--- src/rtl/ik_swift_host_bridge.sv ---
// ik_swift_host_bridge
// Avalon-MM slave front end for the ik_swift inverse-kinematics engine. The
// host loads joint configuration, DH parameters and targets, then starts a
// run of 1..255 iterations. Each iteration pulses the engine reset for two
// cycles, enables the engine until it reports done, and captures its DH
// output both as a readable result and as the DH input of the next pass.
//
// Ports
//   clk, rst_n          clock, asynchronous active-low reset
//   chipselect, address, write, writedata, read
//                       host access; address is a 6-bit word address
//   readdata            registered read data, valid the cycle after read
//   irq                 level interrupt = done_sticky & irq_en
//   ik_en, ik_rst       engine enable / active-high engine reset
//   ik_z, ik_joint_type, ik_dh_dyn_in, ik_target
//                       engine configuration, driven straight from registers
//   ik_done, ik_dh_dyn_out
//                       engine completion flag and result
module ik_swift_host_bridge (
  input  logic              clk,
  input  logic              rst_n,
  input  logic              chipselect,
  input  logic [5:0]        address,
  input  logic              write,
  input  logic [31:0]       writedata,
  input  logic              read,
  output logic [31:0]       readdata,
  output logic              irq,
  output logic              ik_en,
  output logic              ik_rst,
  output logic [2:0][17:0]  ik_z,
  output logic [5:0]        ik_joint_type,
  output logic [5:0][20:0]  ik_dh_dyn_in,
  output logic [5:0][35:0]  ik_target,
  input  logic              ik_done,
  input  logic [5:0][20:0]  ik_dh_dyn_out
);

  typedef enum logic [1:0] {S_IDLE, S_ERST, S_RUN, S_CAPT} state_t;

  state_t            r_state, w_next;
  logic              r_erst_cnt;
  logic              r_rst_hold;
  logic [7:0]        r_iter_tgt, r_iter_done;
  logic              r_done_sticky, r_irq_en;
  logic [2:0][17:0]  r_z;
  logic [5:0]        r_jt;
  logic [5:0][20:0]  r_dh_in, r_dh_out;
  logic [5:0][35:0]  r_target;
  logic [31:0]       r_readdata, w_rdata;
  logic              w_wr, w_rd, w_busy, w_start, w_last, w_ctrl_wr;

  assign w_wr      = chipselect & write;
  assign w_rd      = chipselect & read;
  assign w_busy    = (r_state != S_IDLE);
  assign w_ctrl_wr = w_wr && (address == 6'h00);
  assign w_start   = w_ctrl_wr && writedata[0] && !w_busy;
  assign w_last    = ((r_iter_done + 8'd1) == r_iter_tgt);

  always_comb begin
    w_next = r_state;
    case (r_state)
      S_IDLE: if (w_start) w_next = S_ERST;
      S_ERST: if (r_erst_cnt) w_next = S_RUN;
      S_RUN:  if (ik_done) w_next = S_CAPT;
      S_CAPT: w_next = w_last ? S_IDLE : S_ERST;
      default: w_next = S_IDLE;
    endcase
  end

  always_ff @(posedge clk or negedge rst_n) begin
    if (!rst_n) begin
      r_state    <= S_IDLE;
      r_erst_cnt <= 1'b0;
      r_rst_hold <= 1'b1;
    end else begin
      r_state    <= w_next;
      // Two-cycle ERST: toggles 0 -> 1 while in ERST, rests at 0 elsewhere.
      r_erst_cnt <= (r_state == S_ERST) ? ~r_erst_cnt : 1'b0;
      r_rst_hold <= 1'b0;
    end
  end

  // r_rst_hold keeps the engine in reset through host reset and releases it
  // on the first clock edge afterwards.
  assign ik_rst = r_rst_hold | (r_state == S_ERST);
  assign ik_en  = (r_state == S_RUN);

  always_ff @(posedge clk or negedge rst_n) begin
    if (!rst_n) begin
      r_iter_tgt    <= '0;
      r_iter_done   <= '0;
      r_done_sticky <= 1'b0;
      r_irq_en      <= 1'b0;
    end else begin
      if (w_start) begin
        r_iter_tgt  <= (writedata[15:8] == 8'd0) ? 8'd1 : writedata[15:8];
        r_iter_done <= '0;
      end else if (r_state == S_CAPT) begin
        r_iter_done <= r_iter_done + 8'd1;
      end
      // A start issued while busy is dropped entirely, irq_en included.
      if (w_ctrl_wr && !(writedata[0] && w_busy))
        r_irq_en <= writedata[1];
      // Setting on the final capture outranks a clearing STATUS read.
      if ((r_state == S_CAPT) && w_last)
        r_done_sticky <= 1'b1;
      else if (w_start || (w_rd && (address == 6'h01)))
        r_done_sticky <= 1'b0;
    end
  end

  always_ff @(posedge clk or negedge rst_n) begin
    if (!rst_n) begin
      r_z      <= '0;
      r_jt     <= '0;
      r_dh_in  <= '0;
      r_dh_out <= '0;
      r_target <= '0;
    end else if (r_state == S_CAPT) begin
      r_dh_out <= ik_dh_dyn_out;
      r_dh_in  <= ik_dh_dyn_out;
    end else if (w_wr && !w_busy) begin
      if (address == 6'h05) r_jt <= writedata[5:0];
      for (int i = 0; i < 3; i++)
        if (address == 6'(2 + i)) r_z[i] <= writedata[17:0];
      for (int i = 0; i < 6; i++) begin
        if (address == 6'(8 + i))      r_dh_in[i]         <= writedata[20:0];
        if (address == 6'(16 + 2 * i)) r_target[i][31:0]  <= writedata;
        if (address == 6'(17 + 2 * i)) r_target[i][35:32] <= writedata[3:0];
      end
    end
  end

  always_comb begin
    w_rdata = '0;
    if (address == 6'h01) w_rdata = {16'b0, r_iter_done, 6'b0, r_done_sticky, w_busy};
    if (address == 6'h05) w_rdata[5:0] = r_jt;
    for (int i = 0; i < 3; i++)
      if (address == 6'(2 + i)) w_rdata[17:0] = r_z[i];
    for (int i = 0; i < 6; i++) begin
      if (address == 6'(8 + i))      w_rdata[20:0] = r_dh_in[i];
      if (address == 6'(16 + 2 * i)) w_rdata       = r_target[i][31:0];
      if (address == 6'(17 + 2 * i)) w_rdata[3:0]  = r_target[i][35:32];
      if (address == 6'(32 + i))     w_rdata[20:0] = r_dh_out[i];
    end
  end

  always_ff @(posedge clk or negedge rst_n) begin
    if (!rst_n)    r_readdata <= '0;
    else if (w_rd) r_readdata <= w_rdata;
  end

  assign readdata      = r_readdata;
  assign irq           = r_done_sticky & r_irq_en;
  assign ik_z          = r_z;
  assign ik_joint_type = r_jt;
  assign ik_dh_dyn_in  = r_dh_in;
  assign ik_target     = r_target;

endmodule

--- config.mk ---
export PLATFORM = sky130hd
export DESIGN_NAME = ik_swift_host_bridge
export DESIGN_NICKNAME = d
export VERILOG_FILES = /design/src/rtl/ik_swift_host_bridge.sv
export SDC_FILE = /design/constraint.sdc
export NUM_CORES = 1
export LEC_CHECK = 0
export CAP_MARGIN = 20
export CORE_MARGIN = 8
export CORE_UTILIZATION = 55
export CTS_CLUSTER_SIZE = 24
export DETAILED_ROUTE_END_ITERATION = 10
export PLACE_DENSITY = 0.92
export SKIP_CTS_REPAIR_TIMING = 1
export SLEW_MARGIN = 20
export SYNTH_ARGS = -nofsm -noshare
export SYNTH_HDL_FRONTEND = slang
export SYNTH_SLANG_ARGS = --single-unit
--- constraint.sdc ---
create_clock -name clk -period 5.6 [get_ports clk]
set_input_delay 1.12 -clock clk [delete_from_list [all_inputs] [get_ports clk]]
set_output_delay 1.12 -clock clk [all_outputs]
set_load 0.01 [all_outputs]
==> flow_summary.json <==
{
  "standard_cell_row_count": 82,
  "area_growth_pct": 31.61,
  "max_freq_mhz": 214.4,
  "grt_first_pass_wirelength_um": 188400,
  "critPathCapture": "readdata[19]$_DFFE_PN0P_",
  "start_kind": "input pin",
  "slew_headroom_pct": 20.15,
  "period_minus_slack_ps": 4664,
  "core_area_sq_um": 49860,
  "timing.setup.critical_path_class": "input pin to register",
  "kind_of_end_point_of_the_critical_path": "register",
  "synth.yosys.seq_area_share_pct": 52.72,
  "timing.rr.end": "ik_target[29]$_DFFE_PN0P_",
  "final_cells": 3833,
  "detail_route.first_pass.iterations": 9,
  "cts_inserted_buffers": 59,
  "worst_skew_pair.late_latency_ps": 640,
  "globalplace.congestion": 1.028,
  "post_synth_num_cell_types": 84,
  "num_io_pins": 607,
  "postSynthAreaPerCell_sq_um": 10.80,
  "dp.cells": 3722,
  "commonest_non_fill_non_tap_cell_in_the_layout": "sky130_fd_sc_hd__clkdlybuf4s50_1",
  "grt_max_degree": 111,
  "routed-via-count": 26567,
  "final.setup_skew_ps": 16.09,
  "vdd_drop_max_v": 0.0003464,
  "ff_latch_area_sq_um": 14570,
  "worst_setup_hold_path_clk_slew_ps": 60,
  "finish.instance_area_sq_um": 36360,
  "static-leakage-power_nw": 16.09,
  "cap_violations": 0,
  "timing_worst_slew_pin_value_ps": 1194,
  "hold_class": "register to register",
  "cell_area_after_placement_sq_um": 34430,
  "power_density_nw_per_um2": 412.4,
  "max-clock-path-buffers": 3,
  "port-buffer-count": 606,
  "crit-reg2reg-launch": "r_state[0]$_DFFE_PN0P_",
  "design.final.nets": 3286,
  "finalHoldViolations": 0,
  "async_set_or_reset_register_ratio_after_synthesis_pct": 100.0,
  "floorplan.die.width_um": 240.1,
  "cts_num_sinks": 582,
  "filler_cell_count": 3400,
  "layout_common_cells": "602 x sky130_fd_sc_hd__clkdlybuf4s50_1, 581 x sky130_fd_sc_hd__dfrtp_1, 311 x sky130_fd_sc_hd__o21ai_0, 273 x sky130_fd_sc_hd__mux2_2, 209 x sky130_fd_sc_hd__nand2_1",
  "netlist_instances": 2559,
  "grt.total_usage_pct": 44.78,
  "min_period_over_period_pct": 83.28,
  "fp.dieH_um": 240.1,
  "crit_fanout": 21,
  "dominantRegCellSynth": "sky130_fd_sc_hd__dfrtp_1",
  "syn-cell-area_sq_um": 27630,
  "number_of_vias_per_cell": 6.931,
  "outcome": "finished clean",
  "fin_hold_ws_ps": 450.9,
  "drt_iter0_drc": 4213,
  "setup_violations": 0,
  "r2r_setup_slack_ps": 2480,
  "routedWlPerCell_um": 34.62,
  "grt_antenna_before_repair": 13,
  "worst_r2r_path_depth": 7,
  "timing.critical_path.from": "address[4]",
  "antenna_left": 0,
  "ys_ff_latch": 582,
  "first_global_vias": 26295,
  "drive_gt1_share_pct": 15.92,
  "synth.yosys.warnings": 0,
  "design.die.area_sq_um": 57660,
  "cts-htree-levels": 2,
  "routed_wl_um": 132700,
  "drt_drc_violations_left": 0,
  "total_overflow_reported_by_the_global_router": 0,
  "grt_setup_unrepaired": "no",
  "floorplan.initialDensity_pct": 55.41,
  "cts_root_buffer": "sky130_fd_sc_hd__clkbuf_16",
  "worst_ep_required_ps": 6150,
  "cts_tree": "built",
  "tns_ps": 0,
  "worst-endpoint-arrival_ps": 5210,
  "dp_hpwl_um": 96540,
  "multiInputGateArea_sq_um": 11660,
  "synth_enable_flop_cells": 0,
  "synthesized_nets": 2734,
  "final-max-slew-violation-count": 0
}
==> area by class of cell <==
class                      instances  area share (%)
tap                              672           2.312
clock buffer                      90           4.772
multi-input combinational       1633           32.06
sequential                       582           40.05
clock inverter                    14          0.5333
inverter                         133           1.373
antenna                            7         0.04817
timing repair buffer             702           18.85
==> worst max-delay path, cell delays in order <==
cell                              delay [ps]
sky130_fd_sc_hd__clkdlybuf4s50_1         820
sky130_fd_sc_hd__or4b_1                 1040
sky130_fd_sc_hd__nor2_2                  750
sky130_fd_sc_hd__a21oi_1                 330
sky130_fd_sc_hd__a2111oi_0               510
sky130_fd_sc_hd__o21ai_0                 380
sky130_fd_sc_hd__a31oi_1                 220
==> where the power goes <==
group / internal (mW) / switching [mW] / leakage, nW / total [mW]
logic: 1.91 / 2.42 / 7.52 / 4.33
clock network: 2.31 / 1.72 / 0.941 / 4.03
registers: 5.31 / 1.34 / 7.63 / 6.65
==> sequential cells by signal, summed over array words and instances (netlist names) <==
signal,flops
r_dh_out,126
r_iter_tgt,8
ik_dh_dyn_in,126
ik_joint_type,6
ik_z,54
ik_target,216
readdata,32
r_irq_en,1
r_iter_done,8
r_rst_hold,1
r_state,2
r_done_sticky,1
r_erst_cnt,1
==> cell usage after synthesis, drive strengths merged, types with 4 or more instances <==
master / instances / share of area [%]
xor2: 11 / 0.35
and3: 19 / 0.43
a221o: 15 / 0.54
a2111oi: 16 / 0.53
or3: 7 / 0.16
o21a: 4 / 0.11
nor4bb: 5 / 0.18
xnor2: 9 / 0.29
ha: 5 / 0.23
o211ai: 14 / 0.38
and2: 5 / 0.11
nand3b: 7 / 0.19
mux2i: 136 / 4.9
nor4: 16 / 0.38
clkbuf: 126 / 1.7
a21oi: 63 / 1.1
buf: 85 / 1.7
nor4b: 5 / 0.34
o221ai: 25 / 0.79
o22ai: 38 / 0.86
nand2b: 5 / 0.11
mux2: 273 / 11
nand3: 33 / 0.60
o2111ai: 10 / 0.32
o21ai: 321 / 5.8
a211oi: 9 / 0.24
a211o: 5 / 0.16
nor2: 112 / 1.7
nand2: 214 / 2.9
nor2b: 5 / 0.11
inv: 132 / 1.8
a41oi: 11 / 0.35
nand4bb: 4 / 0.16
a31oi: 18 / 0.41
a221oi: 29 / 0.94
a22o: 5 / 0.16
nand4: 13 / 0.29
o2bb2ai: 6 / 0.19
or4b: 4 / 0.14
o31ai: 5 / 0.14
a222oi: 12 / 0.43
a22oi: 81 / 2.2
nor3: 27 / 0.57
dfrtp: 581 / 53
==> how the worst min path moves through the flow <==
stage,from,end,slack [ps],depth (start not counted)
2_1_floorplan,r_erst_cnt$_DFF_PN0_,r_erst_cnt$_DFF_PN0_,400,1
3_3_place_gp,r_erst_cnt$_DFF_PN0_,r_erst_cnt$_DFF_PN0_,410,1
3_5_place_dp,r_erst_cnt$_DFF_PN0_,r_erst_cnt$_DFF_PN0_,440,1
4_1_cts,r_erst_cnt$_DFF_PN0_,r_erst_cnt$_DFF_PN0_,450,1
5_1_grt,r_erst_cnt$_DFF_PN0_,r_erst_cnt$_DFF_PN0_,470,1
6_report,r_erst_cnt$_DFF_PN0_,r_erst_cnt$_DFF_PN0_,450,1
==> metal layers <==
layer / global-route usage, % / vias to the layer above / routed length (um)
met5: 0 / - / 78
met4: 28.01 / 12 / 10340
met3: 16.72 / 617 / 18560
met2: 67.91 / 2478 / 58190
met1: 53.77 / 13073 / 45540
li1: - / 10387 / -
==> logic make-up (layout without fill, tap and decap cells) <==
family,after synthesis,in the layout,share of synthesized area [%]
AOI/OAI and AO/OA,705,705,16.33
DFF,582,582,52.72
and+or+nand+nor,493,493,8.776
muxes,409,409,16.05
buffers and inverters,344,939,5.253
xor gates and xnor gates,20,20,0.6340
adders and majority gates,5,5,0.2264
other,1,8,0.01357
==> stage by stage <==
step                power (mW)  utilization (%)  worst slack (ps)
CTS                      14.79            72.92              1181
detailed placement       10.77            69.05             521.9
global route             15.44            72.91             810.3
floorplan                7.964                -              2576
global placement         10.61            69.03             438.2
finish                   15.00            72.93             936.1
Note: power is estimated with default switching activity, not from simulation.
